## src/rtl/acia_rx.sv

```systemverilog
// acia_rx -- receive half of the ACIA 6551.
//
// Deserialises asynchronous serial data on rxd into the receive data register
// and reports RDRF, framing, parity and overrun status. All logic runs on xtli
// and the FSM advances only on cycles where rx_tick_16x is high.
//
// Ports:
//   xtli          in   system/crystal clock, posedge
//   reset         in   synchronous, active-high
//   rx_tick_16x   in   one-cycle enable, OVERSAMPLE pulses per bit period
//   rxd           in   asynchronous serial input, idle high
//   word_length   in   00=8, 01=7, 10=6, 11=5 data bits
//   parity_enable in   a parity bit follows the data bits
//   parity_mode   in   00 odd, 01 even, 10 mark, 11 space
//   rd_strobe     in   CPU read of RDR this cycle
//   rx_data       out  received word, LSB-aligned, upper bits zero
//   rdrf          out  receive data register full
//   framing_err   out  stop bit of the word in rx_data sampled low
//   parity_err    out  parity check of the word in rx_data failed
//   overrun       out  a word completed while rdrf=1 and was discarded
//   rx_busy       out  receiver is not idle
module acia_rx #(
    parameter int unsigned OVERSAMPLE  = 16,
    parameter int unsigned SYNC_STAGES = 2
) (
    input  logic       xtli,
    input  logic       reset,
    input  logic       rx_tick_16x,
    input  logic       rxd,
    input  logic [1:0] word_length,
    input  logic       parity_enable,
    input  logic [1:0] parity_mode,
    input  logic       rd_strobe,
    output logic [7:0] rx_data,
    output logic       rdrf,
    output logic       framing_err,
    output logic       parity_err,
    output logic       overrun,
    output logic       rx_busy
);

    localparam int unsigned TW = $clog2(OVERSAMPLE);
    localparam logic [TW-1:0] MID  = TW'(OVERSAMPLE / 2 - 1);
    localparam logic [TW-1:0] LAST = TW'(OVERSAMPLE - 1);

    typedef enum logic [2:0] {
        S_IDLE,
        S_START,
        S_DATA,
        S_PARITY,
        S_STOP
    } state_t;

    state_t                 state_q, state_d;
    logic [SYNC_STAGES-1:0] sync_q;
    logic                   rxd_s;
    logic                   prev_q;
    logic [TW-1:0]          tick_cnt_q, tick_cnt_d;
    logic [2:0]             bit_cnt_q, bit_cnt_d;
    logic [7:0]             shift_q, shift_d;
    logic                   par_acc_q, par_acc_d;
    logic                   par_fail_q, par_fail_d;
    logic [1:0]             wl_q, wl_d;
    logic                   pe_q, pe_d;
    logic [1:0]             pm_q, pm_d;
    logic [2:0]             last_bit;
    logic                   load;

    logic [7:0]             rx_data_q, rx_data_d;
    logic                   rdrf_q, rdrf_d;
    logic                   fe_q, fe_d;
    logic                   perr_q, perr_d;
    logic                   ovr_q, ovr_d;

    assign rxd_s    = sync_q[SYNC_STAGES-1];
    assign last_bit = 3'd7 - {1'b0, wl_q};

    // Frame FSM and datapath next-state.
    always_comb begin
        state_d    = state_q;
        tick_cnt_d = tick_cnt_q;
        bit_cnt_d  = bit_cnt_q;
        shift_d    = shift_q;
        par_acc_d  = par_acc_q;
        par_fail_d = par_fail_q;
        wl_d       = wl_q;
        pe_d       = pe_q;
        pm_d       = pm_q;
        load       = 1'b0;

        if (rx_tick_16x) begin
            tick_cnt_d = (tick_cnt_q == LAST) ? '0 : tick_cnt_q + TW'(1);
            unique case (state_q)
                S_IDLE: begin
                    // Edge-triggered: a line stuck low never restarts a frame.
                    if (prev_q && !rxd_s) begin
                        state_d    = S_START;
                        tick_cnt_d = '0;
                        wl_d       = word_length;
                        pe_d       = parity_enable;
                        pm_d       = parity_mode;
                        shift_d    = '0;
                        par_acc_d  = 1'b0;
                        par_fail_d = 1'b0;
                    end
                end
                S_START: begin
                    if (tick_cnt_q == MID) begin
                        state_d    = rxd_s ? S_IDLE : S_DATA;
                        tick_cnt_d = '0;
                        bit_cnt_d  = '0;
                    end
                end
                S_DATA: begin
                    if (tick_cnt_q == LAST) begin
                        shift_d[bit_cnt_q] = rxd_s;
                        par_acc_d          = par_acc_q ^ rxd_s;
                        if (bit_cnt_q == last_bit) begin
                            state_d = pe_q ? S_PARITY : S_STOP;
                        end else begin
                            bit_cnt_d = bit_cnt_q + 3'd1;
                        end
                    end
                end
                S_PARITY: begin
                    if (tick_cnt_q == LAST) begin
                        unique case (pm_q)
                            2'b00:   par_fail_d = ~(par_acc_q ^ rxd_s);
                            2'b01:   par_fail_d = par_acc_q ^ rxd_s;
                            2'b10:   par_fail_d = ~rxd_s;
                            default: par_fail_d = rxd_s;
                        endcase
                        state_d = S_STOP;
                    end
                end
                S_STOP: begin
                    if (tick_cnt_q == LAST) begin
                        load    = 1'b1;
                        state_d = S_IDLE;
                    end
                end
                default: state_d = S_IDLE;
            endcase
        end
    end

    // Receive register and status. A read coinciding with a load frees the
    // register for the incoming word instead of flagging an overrun.
    always_comb begin
        rx_data_d = rx_data_q;
        rdrf_d    = rdrf_q;
        fe_d      = fe_q;
        perr_d    = perr_q;
        ovr_d     = ovr_q;
        if (load) begin
            if (!rdrf_q || rd_strobe) begin
                rx_data_d = shift_q;
                rdrf_d    = 1'b1;
                fe_d      = ~rxd_s;
                perr_d    = par_fail_q;
                ovr_d     = 1'b0;
            end else begin
                ovr_d = 1'b1;
            end
        end else if (rd_strobe) begin
            rdrf_d = 1'b0;
            fe_d   = 1'b0;
            perr_d = 1'b0;
            ovr_d  = 1'b0;
        end
    end

    always_ff @(posedge xtli) begin
        if (reset) begin
            sync_q     <= '1;
            prev_q     <= 1'b1;
            state_q    <= S_IDLE;
            tick_cnt_q <= '0;
            bit_cnt_q  <= '0;
            shift_q    <= '0;
            par_acc_q  <= 1'b0;
            par_fail_q <= 1'b0;
            wl_q       <= '0;
            pe_q       <= 1'b0;
            pm_q       <= '0;
            rx_data_q  <= '0;
            rdrf_q     <= 1'b0;
            fe_q       <= 1'b0;
            perr_q     <= 1'b0;
            ovr_q      <= 1'b0;
        end else begin
            sync_q     <= {sync_q[SYNC_STAGES-2:0], rxd};
            if (rx_tick_16x) begin
                prev_q <= rxd_s;
            end
            state_q    <= state_d;
            tick_cnt_q <= tick_cnt_d;
            bit_cnt_q  <= bit_cnt_d;
            shift_q    <= shift_d;
            par_acc_q  <= par_acc_d;
            par_fail_q <= par_fail_d;
            wl_q       <= wl_d;
            pe_q       <= pe_d;
            pm_q       <= pm_d;
            rx_data_q  <= rx_data_d;
            rdrf_q     <= rdrf_d;
            fe_q       <= fe_d;
            perr_q     <= perr_d;
            ovr_q      <= ovr_d;
        end
    end

    assign rx_data     = rx_data_q;
    assign rdrf        = rdrf_q;
    assign framing_err = fe_q;
    assign parity_err  = perr_q;
    assign overrun     = ovr_q;
    assign rx_busy     = (state_q != S_IDLE);

endmodule
```

## config.mk

```make
export PLATFORM = sky130hd
export DESIGN_NAME = acia_rx
export DESIGN_NICKNAME = d
export VERILOG_FILES = /design/src/rtl/acia_rx.sv
export SDC_FILE = /design/constraint.sdc
export NUM_CORES = 1
export LEC_CHECK = 0
export ABC_AREA = 1
export ABC_CLOCK_PERIOD_IN_PS = 1900
export BUFFER_PORTS_ARGS = -buffer_cell sky130_fd_sc_hd__buf_2
export CORE_MARGIN = 5
export CORE_UTILIZATION = 36
export CTS_BUF_LIST = sky130_fd_sc_hd__clkbuf_8
export CTS_CLUSTER_DIAMETER = 120
export CTS_CLUSTER_SIZE = 20
export DETAILED_ROUTE_END_ITERATION = 7
export HOLD_SLACK_MARGIN = 0.03
export PLACE_DENSITY_LB_ADDON = 0.1
export SYNTH_ARGS = -nofsm -noshare
export SYNTH_HDL_FRONTEND = slang
export SYNTH_SLANG_ARGS = --single-unit
```

## constraint.sdc

```tcl
create_clock -name xtli -period 1.9 [get_ports xtli]
set_input_delay 0.57 -clock xtli [delete_from_list [all_inputs] [get_ports xtli]]
set_output_delay 0.57 -clock xtli [all_outputs]
set_load 0.01 [all_outputs]
```

==> results.json, run 1 <==
{
  "layout_common_cells": "nand2_1, dfxtp_1, nor2_1",
  "min_path_type": "reg -> reg",
  "design_area_um2": 2300,
  "cp-end-kind": "primary output",
  "synth_cell_types": 30,
  "grt_pass1_vias": 1890,
  "finalCritPeriodShare": 0.927,
  "startpoint_type": "register",
  "hp-start": "sync_q[0]$_SDFF_PP1_",
  "clkLatencyLatePin_ps": 290,
  "max_cap_violations": 0,
  "dp_hpwl_um": 3320,
  "r2r-end": "rx_data[6]$_SDFFE_PP0P_",
  "grt_pass1_wl_um": 8140,
  "setup_slack_ps": 140,
  "netlist_area_um2": 2000,
  "setup-tns-final_ps": 0,
  "power.density_nw_per_um2": 1060,
  "drive_above_1_share": 0.196,
  "dp_cells": 376,
  "num_rows": 27,
  "dieArea_um2": 7140,
  "syn_to_final_growth_pct": 15.2,
  "drtPass1Iterations": 6,
  "drt_iter0_markers": 71,
  "final_common_cell": "nand2_1",
  "diodes": 0,
  "final_core_util": 0.423,
  "tritoncts": "yes",
  "rrSetupSlack_ps": 240,
  "synth.area.top_cells": "dfxtp_1, nand2_1, nor2_1",
  "synth_top_area_share": 0.401,
  "crit_type": "reg -> out",
  "slew_viol_final": 0,
  "leakage_nw": 1.01,
  "grt_overflow": 0,
  "skew_ps": 6.79,
  "synthCells": 285,
  "critPathMaxFanout": 9,
  "wl_per_cell_um": 11.6,
  "cts_buffers": 5,
  "core_area_um2": 5440,
  "worst_slew_pin_slew_ps": 319,
  "status": "finished, final reports clean",
  "period_needed_ps": 1760,
  "placement.io_buffers": 22,
  "cts_setup_buffers": 0,
  "top_level_ports": 23,
  "root_buffer": "clkbuf_8",
  "yosys.area.top_type": "dfxtp_1",
  "place_ws_ps": 139,
  "clkTransAtPathRegs_ps": 80,
  "reg2reg_depth": 8,
  "ys_seq_area_frac": 0.401,
  "nets": 323,
  "track_usage": 0.136,
  "viasPerCell": 4.73,
  "fin_cells": 384,
  "rsz0062_at_grt": "false",
  "antenna_found_initial": 0,
  "hold_violations": 0,
  "cts_buffer_depth": 2,
  "cts-htree-levels": 2,
  "cp_data_arrival_time_ps": 1190,
  "ys_warn_count": 0,
  "max_freq_mhz": 568,
  "place_area_um2": 2190,
  "drc_errors": 0,
  "num_vias": 1817,
  "fp.dieH_um": 84.5,
  "synth_area_per_cell_um2": 7.01,
  "synth_nets": 297,
  "hold-path-endpoint": "sync_q[1]$_SDFF_PP1_",
  "drtAntennaViolNets": 0,
  "cts.sinks": 40,
  "r2r_start": "tick_cnt_q[1]$_SDFFE_PP0P_",
  "finalSetupViolations": 0,
  "place.gp.congestion": 0.793,
  "grt_max_degree": 21,
  "dieWidth_um": 84.5,
  "synth_seq_cells": 40,
  "wl_um": 4450,
  "cp.required_ps": 1330,
  "vdd_ir_drop_max_uv": 448,
  "whs_path_depth": 1,
  "timing.slew.headroom": 0.786,
  "start_util": 0.367
}
==> synth_stat cells, drive strengths merged <==
cell type  number
nor2           40
a211oi          1
clkbuf          3
buf             7
o211ai          2
nand4           4
nand3          28
nor3            3
or2             2
a21oi          24
ha              2
inv            28
o21ai          17
xnor2           2
nand3b          6
dfxtp          40
xor2            2
nand2          74
==> metrics by stage <==
stage | hold slack, ps | power [mW]
5_1_grt | 450 | 2.62
3_3_place_gp | 399 | 1.77
3_5_place_dp | 403 | 1.77
6_report | 422 | 2.44
2_1_floorplan | 389 | 1.60
4_1_cts | 421 | 2.46
==> registers in the layout, summed over array words and instances (netlist names) <==
name / count
bit_cnt_q: 3
pe_q: 1
overrun: 1
par_acc_q: 1
rx_data: 8
wl_q: 2
par_fail_q: 1
shift_q: 8
tick_cnt_q: 4
state_q: 3
pm_q: 2
rdrf: 1
parity_err: 1
prev_q: 1
sync_q: 2
framing_err: 1
==> worst max path at each step <==
stage / slack (ps) / depth (start not counted) / startpoint / endpoint
after floorplan: 480 / 9 / tick_cnt_q[0]$_SDFFE_PP0P_ / shift_q[7]$_SDFFE_PP0P_
after global placement: 210 / 8 / rx_tick_16x / rx_data[5]$_SDFFE_PP0P_
after detailed placement: 140 / 8 / rx_tick_16x / rx_data[6]$_SDFFE_PP0P_
after CTS: 30 / 3 / state_q[2]$_SDFFE_PP0P_ / rx_busy
after global routing: 50 / 8 / tick_cnt_q[1]$_SDFFE_PP0P_ / rx_data[6]$_SDFFE_PP0P_
final: 140 / 3 / state_q[2]$_SDFFE_PP0P_ / rx_busy
==> metal layers <==
metal	share of wire	vias to the layer above	global-route usage
li1	-	967	-
met4	0.0081	0	0.0388
met3	0.024	4	0.0285
met1	0.47	831	0.162
met5	0	-	0
met2	0.50	15	0.243
==> critical path: stages (launching register included) <==
cell     delay [ps]
dfxtp_2         390
nor2_1          200
nand2_1         140
buf_2           170
==> cell type report <==
cell class	instances	area (um2)
Timing Repair Buffer	29	163
Clock inverter	3	38.8
Sequential cell	40	802
Inverter	28	105
Tap cell	72	90.1
Multi-Input combinational cell	207	1030
Fill cell	611	3140
Clock buffer	5	68.8
==> what timing repair did <==
item / in CTS / in global routing
hold buffers: 0 / 0
resized for setup: 0 / 1
setup endpoints to repair: 0 / 1
==> cell families (layout without fill, tap and decap cells) <==
logic type / Yosys count / in the layout / synth area share
compound gates: 44 / 44 / 0.118
xor+xnor: 4 / 4 / 0.0175
fa+ha+maj: 2 / 2 / 0.0125
buf+inv: 38 / 65 / 0.0814
flops: 40 / 40 / 0.401
simple gates: 157 / 157 / 0.370
==> power breakdown <==
part	switching (mW)	internal (mW)	total [mW]
registers	0.0709	0.896	0.967
clock network	0.304	0.385	0.689
logic	0.527	0.254	0.781
total	0.902	1.53	2.44
Power figures use the tool's default switching activity.
==> run 2: changes to the inputs <==
CORE_UTILIZATION = 50   (was 36)
RECOVER_POWER = 100   (was not set)
==> run 2 against run 1 <==
Sequential power barely moved. Utilization grew 14 points. Final area is 3.2% lower. Count of clock-buffer cells in the layout unchanged. Hold slack got worse by 9.3 ps. Non-clock buffer count shrank 1. Flip-flop and latch count is the same. Routed wire length shrank 1.9%. Register-to-register slack barely moved. Global-route usage grew 4.8 points. Clock power rose by 2%.
==> results.json, run 2 (synthesis results as in run 1) <==
{
  "cts_buffers": 5,
  "root_buffer": "clkbuf_8",
  "period_needed_ps": 1750,
  "whs_path_depth": 1,
  "antenna_found_initial": 0,
  "rsz0062_at_grt": "false",
  "worst_slew_pin_slew_ps": 552,
  "nets": 322,
  "cts_buffer_depth": 2,
  "crit_type": "reg -> out",
  "wl_per_cell_um": 12.1,
  "finalSetupViolations": 0,
  "vdd_ir_drop_max_uv": 603,
  "hold_violations": 0,
  "final_core_util": 0.566,
  "min_path_type": "reg -> reg",
  "reg2reg_depth": 8,
  "viasPerCell": 4.95,
  "hp-start": "sync_q[0]$_SDFF_PP1_",
  "cts-htree-levels": 2,
  "num_vias": 1786,
  "p_int_mw": 1.51,
  "drc_errors": 0,
  "skew_ps": 6.87,
  "tritoncts": "yes",
  "drtPass1Iterations": 4,
  "leakage_nw": 0.934,
  "drtAntennaViolNets": 0,
  "power.switching_mw": 0.880,
  "hold-path-endpoint": "sync_q[1]$_SDFF_PP1_",
  "wl_um": 4370,
  "startpoint_type": "register",
  "final_common_cell": "nand2_1",
  "placement.io_buffers": 22,
  "critPathMaxFanout": 9,
  "slowest_stage": "dfxtp_2",
  "fp.dieH_um": 73.2,
  "netSwitchingFraction": 0.368,
  "drt_iter0_markers": 134,
  "grt_pass1_wl_um": 7740,
  "r2r_start": "tick_cnt_q[0]$_SDFFE_PP0P_",
  "place.gp.congestion": 0.791,
  "dieArea_um2": 5360,
  "pwr-share-clk": 0.294,
  "slowest_delay_ps": 390,
  "core_area_um2": 3940,
  "cp_data_arrival_time_ps": 1180,
  "clkTransAtPathRegs_ps": 80,
  "grt_pass1_vias": 1738,
  "top_level_ports": 23,
  "rrSetupSlack_ps": 230,
  "cp.required_ps": 1330,
  "syn_to_final_growth_pct": 11.6,
  "status": "finished, final reports clean",
  "cp-end-kind": "primary output",
  "holdBufCountCts": 0,
  "dp_hpwl_um": 3210,
  "power.density_nw_per_um2": 1070,
  "start_util": 0.507,
  "track_usage": 0.184,
  "diodes": 0,
  "max_freq_mhz": 570,
  "dieWidth_um": 73.2,
  "seqPwrFrac": 0.403,
  "power.share.combinational": 0.303,
  "setup-tns-final_ps": 0,
  "cts_setup_buffers": 0,
  "layout_common_cells": "nand2_1, dfxtp_1, nor2_1",
  "max_cap_violations": 0,
  "crit_path_cell_trace": "nor2_1 -> nand2_1 -> clkbuf_1",
  "grt_max_degree": 21,
  "cts.sinks": 40,
  "drive_above_1_share": 0.135,
  "grt_overflow": 0,
  "finalCritPeriodShare": 0.923,
  "r2r-end": "parity_err$_SDFFE_PP0P_",
  "slew_viol_final": 0,
  "timing.slew.headroom": 0.632,
  "clkLatencyLatePin_ps": 290,
  "num_rows": 23
}
run 2: changes by cell type in the layout (fill, tap and decap cells not counted), moves of 3 or more:
| cell | change |
|---|---|
| buf_4 | -3 |
| clkbuf_1 | +14 |
| o21ai_1 | -4 |
| buf_2 | -14 |
| o21ai_0 | +4 |
run 2: layer usage:
layer / global-route usage / wire [um]
met1: 0.257 / 2250
met4: 0.0635 / 68
met3: 0.0331 / 154
met2: 0.284 / 1900
met5: 0 / 0
run 2: metrics by stage:
| step | hold WS (ps) | setup slack (ps) | cells | power [mW] | area, um2 |
|---|---|---|---|---|---|
| after global placement | 395 | 210 | 353 | 1.74 | 2160 |
| after floorplan | 389 | 484 | 285 | 1.60 | 2000 |
| after CTS | 415 | 28.6 | 361 | 2.45 | 2270 |
| after detailed placement | 396 | 191 | 353 | 1.74 | 2160 |
| final | 413 | 147 | 361 | 2.39 | 2230 |
| after global routing | 438 | 44.5 | 361 | 2.55 | 2230 |
run 2: final cells by class:
| cell class | count | area [um2] |
|---|---|---|
| clock buffers | 5 | 68.8 |
| multi-input cells | 207 | 1020 |
| clock inverters | 3 | 42.5 |
| flip-flops and latches | 40 | 802 |
| repair buffers | 28 | 133 |
| well taps | 50 | 62.6 |
| inverters | 28 | 105 |
| fillers | 430 | 1710 |
run 2: timing repair:
item,4_1_cts,5_1_grt
endpoints found under the setup margin,0,1
gates resized for setup,0,1
hold endpoints to repair,0,0
run 2: how the worst max path moves through the flow:
stage,cells past startpoint,slack [ps],endpoint,from
finish,3,150,rx_busy,state_q[2]$_SDFFE_PP0P_
global route,8,40,rx_data[3]$_SDFFE_PP0P_,tick_cnt_q[0]$_SDFFE_PP0P_
CTS,3,30,rx_busy,state_q[2]$_SDFFE_PP0P_
detailed placement,8,190,framing_err$_SDFFE_PP0P_,rx_tick_16x
global placement,8,210,framing_err$_SDFFE_PP0P_,rx_tick_16x
floorplan,9,480,shift_q[7]$_SDFFE_PP0P_,tick_cnt_q[0]$_SDFFE_PP0P_
run 2: power groups by stage:
stage | Clock, mW | Sequential (mW) | Combinational (mW)
after floorplan | 0 | 0.951 | 0.646
after global placement | 0 | 0.981 | 0.756
after detailed placement | 0 | 0.984 | 0.760
after CTS | 0.720 | 0.964 | 0.767
after global routing | 0.750 | 0.974 | 0.830
final | 0.702 | 0.964 | 0.725
run 2: worst max-delay path, delay by kind of cell, from the launching register on:
family / cells / cell delay (ps)
DFF: 1 / 390
and+or+nand+nor: 2 / 340
buffers and inverters: 1 / 150
==> run 3: changes to the inputs <==
CORE_ASPECT_RATIO = 0.6   (was not set)
==> run 3 against run 2 <==
Flip-flop and latch count unchanged. Final cell count decreased by 0.83%. Routed wire length up 3.9%. Hold slack about the same. Register-to-register slack got worse by 70 ps.
==> results.json, run 3 (synthesis results as in run 1) <==
{
  "drtAntennaViolNets": 0,
  "cp.required_ps": 1330,
  "grt_pass1_wl_um": 7740,
  "cp_top_family": "flip-flops",
  "top_level_ports": 23,
  "nets": 322,
  "hold_violations": 0,
  "drc_errors": 0,
  "timing.slew.headroom": 0.482,
  "cp_data_arrival_time_ps": 1210,
  "cp-end-kind": "primary output",
  "netSwitchingFraction": 0.387,
  "wl_um": 4540,
  "drtPass1Iterations": 4,
  "place.gp.congestion": 0.860,
  "crit_path_cell_trace": "nor2_2 -> nand2_1 -> clkbuf_1",
  "power.density_nw_per_um2": 1050,
  "vdd_ir_drop_max_uv": 539,
  "seqPwrFrac": 0.413,
  "leakage_nw": 0.934,
  "finalCritPeriodShare": 0.937,
  "tritoncts": "yes",
  "slowest_delay_ps": 540,
  "rsz0062_at_grt": "false",
  "cts.sinks": 40,
  "max_freq_mhz": 562,
  "grt_max_degree": 21,
  "cts_buffers": 5,
  "wl_met3_um": 338,
  "fill_cells": 391,
  "cts-htree-levels": 2,
  "period_needed_ps": 1780,
  "setup-tns-final_ps": 0,
  "dieArea_um2": 5400,
  "top_layer": "met4",
  "clkLatencyLatePin_ps": 290,
  "antenna_found_initial": 0,
  "dp_hpwl_um": 3360,
  "root_buffer": "clkbuf_8",
  "startpoint_type": "register",
  "critPathMaxFanout": 9,
  "skew_ps": 8.09,
  "slowest_stage": "dfxtp_1",
  "slew_viol_final": 0,
  "grt_overflow": 0,
  "fp.dieH_um": 59.0,
  "cts_setup_buffers": 0,
  "viasPerCell": 5.06,
  "design_area_um2": 2220,
  "syn_to_final_growth_pct": 11.3,
  "dieWidth_um": 91.6,
  "placement.io_buffers": 22,
  "power.switching_mw": 0.905,
  "pwr-share-clk": 0.251,
  "cts_buffer_depth": 2,
  "num_rows": 17,
  "final_common_cell": "nand2_1",
  "layout_common_cells": "nand2_1, dfxtp_1, nor2_1",
  "drive_above_1_share": 0.138,
  "num_vias": 1811,
  "place_ws_ps": 162,
  "p_int_mw": 1.43,
  "place_area_um2": 2150,
  "regArea_um2": 801,
  "multi_input_area_um2": 1030,
  "wl_met2_um": 1620,
  "crit_type": "reg -> out",
  "min_path_type": "reg -> reg",
  "power.share.combinational": 0.336,
  "final_core_util": 0.591,
  "core_area_um2": 3760,
  "start_util": 0.531,
  "setup_slack_ps": 120,
  "wl_per_cell_um": 12.7,
  "wl_met1_um": 2560,
  "grt_pass1_vias": 1644,
  "diodes": 0,
  "path_buf_inv": 1,
  "track_usage": 0.181,
  "worst_slew_pin_slew_ps": 777,
  "drt_iter0_markers": 134,
  "clkTransAtPathRegs_ps": 80,
  "status": "finished, final reports clean",
  "max_cap_violations": 0,
  "finalSetupViolations": 0
}
## run 3: cell count changes in the layout (fill, tap and decap cells not counted), moves of 2 or more
| cell | delta |
|---|---|
| o21ai_1 | +4 |
| nor2_2 | +3 |
| o21ai_0 | -4 |
| nand2_1 | -2 |
| nand2_2 | +2 |
| nor2_1 | -3 |
| clkbuf_2 | -2 |
## run 3: power by group through the flow
stage | Clock (mW) | Combinational [mW] | Sequential [mW]
CTS | 0.595 | 0.782 | 0.964
global placement | 0 | 0.775 | 0.984
finish | 0.586 | 0.785 | 0.966
detailed placement | 0 | 0.779 | 0.984
floorplan | 0 | 0.646 | 0.951
global route | 0.638 | 0.886 | 0.977
## run 3: per-stage QoR
| step | hold WS (ps) | cells | power [mW] |
|---|---|---|---|
| after floorplan | 389 | 285 | 1.60 |
| final | 413 | 358 | 2.34 |
| after detailed placement | 397 | 350 | 1.76 |
| after global routing | 434 | 358 | 2.50 |
| after global placement | 400 | 350 | 1.76 |
| after CTS | 415 | 358 | 2.34 |
## run 3: per-layer routing
layer	vias up	track usage
li1	969	-
met1	784	0.278
met2	56	0.235
met4	0	0.0558
met5	-	0
met3	2	0.0562
## run 3: worst paths after layout
kind | startpoint | end | slack, ps | cells after the start
max | state_q[2]$_SDFFE_PP0P_ | rx_busy | 120 | 3
min | sync_q[0]$_SDFF_PP1_ | sync_q[1]$_SDFF_PP1_ | 410 | 1
max reg2reg | tick_cnt_q[0]$_SDFFE_PP0P_ | bit_cnt_q[0]$_SDFFE_PP0P_ | 160 | 8
min reg2reg | sync_q[0]$_SDFF_PP1_ | sync_q[1]$_SDFF_PP1_ | 410 | 1
## run 3: cell type report
| cell class | count | share of cell area |
|---|---|---|
| Tap cell | 47 | 0.0264 |
| Inverter | 28 | 0.0473 |
| Clock buffer | 6 | 0.0371 |
| Timing Repair Buffer | 28 | 0.0602 |
| Clock inverter | 2 | 0.00450 |
| Sequential cell | 40 | 0.360 |
| Multi-Input combinational cell | 207 | 0.464 |
## run 3: timing repair
action                                  4_1_cts  5_1_grt
endpoints found under the setup margin        0        1
hold buffers                                  0        0
resized for setup                             0        1
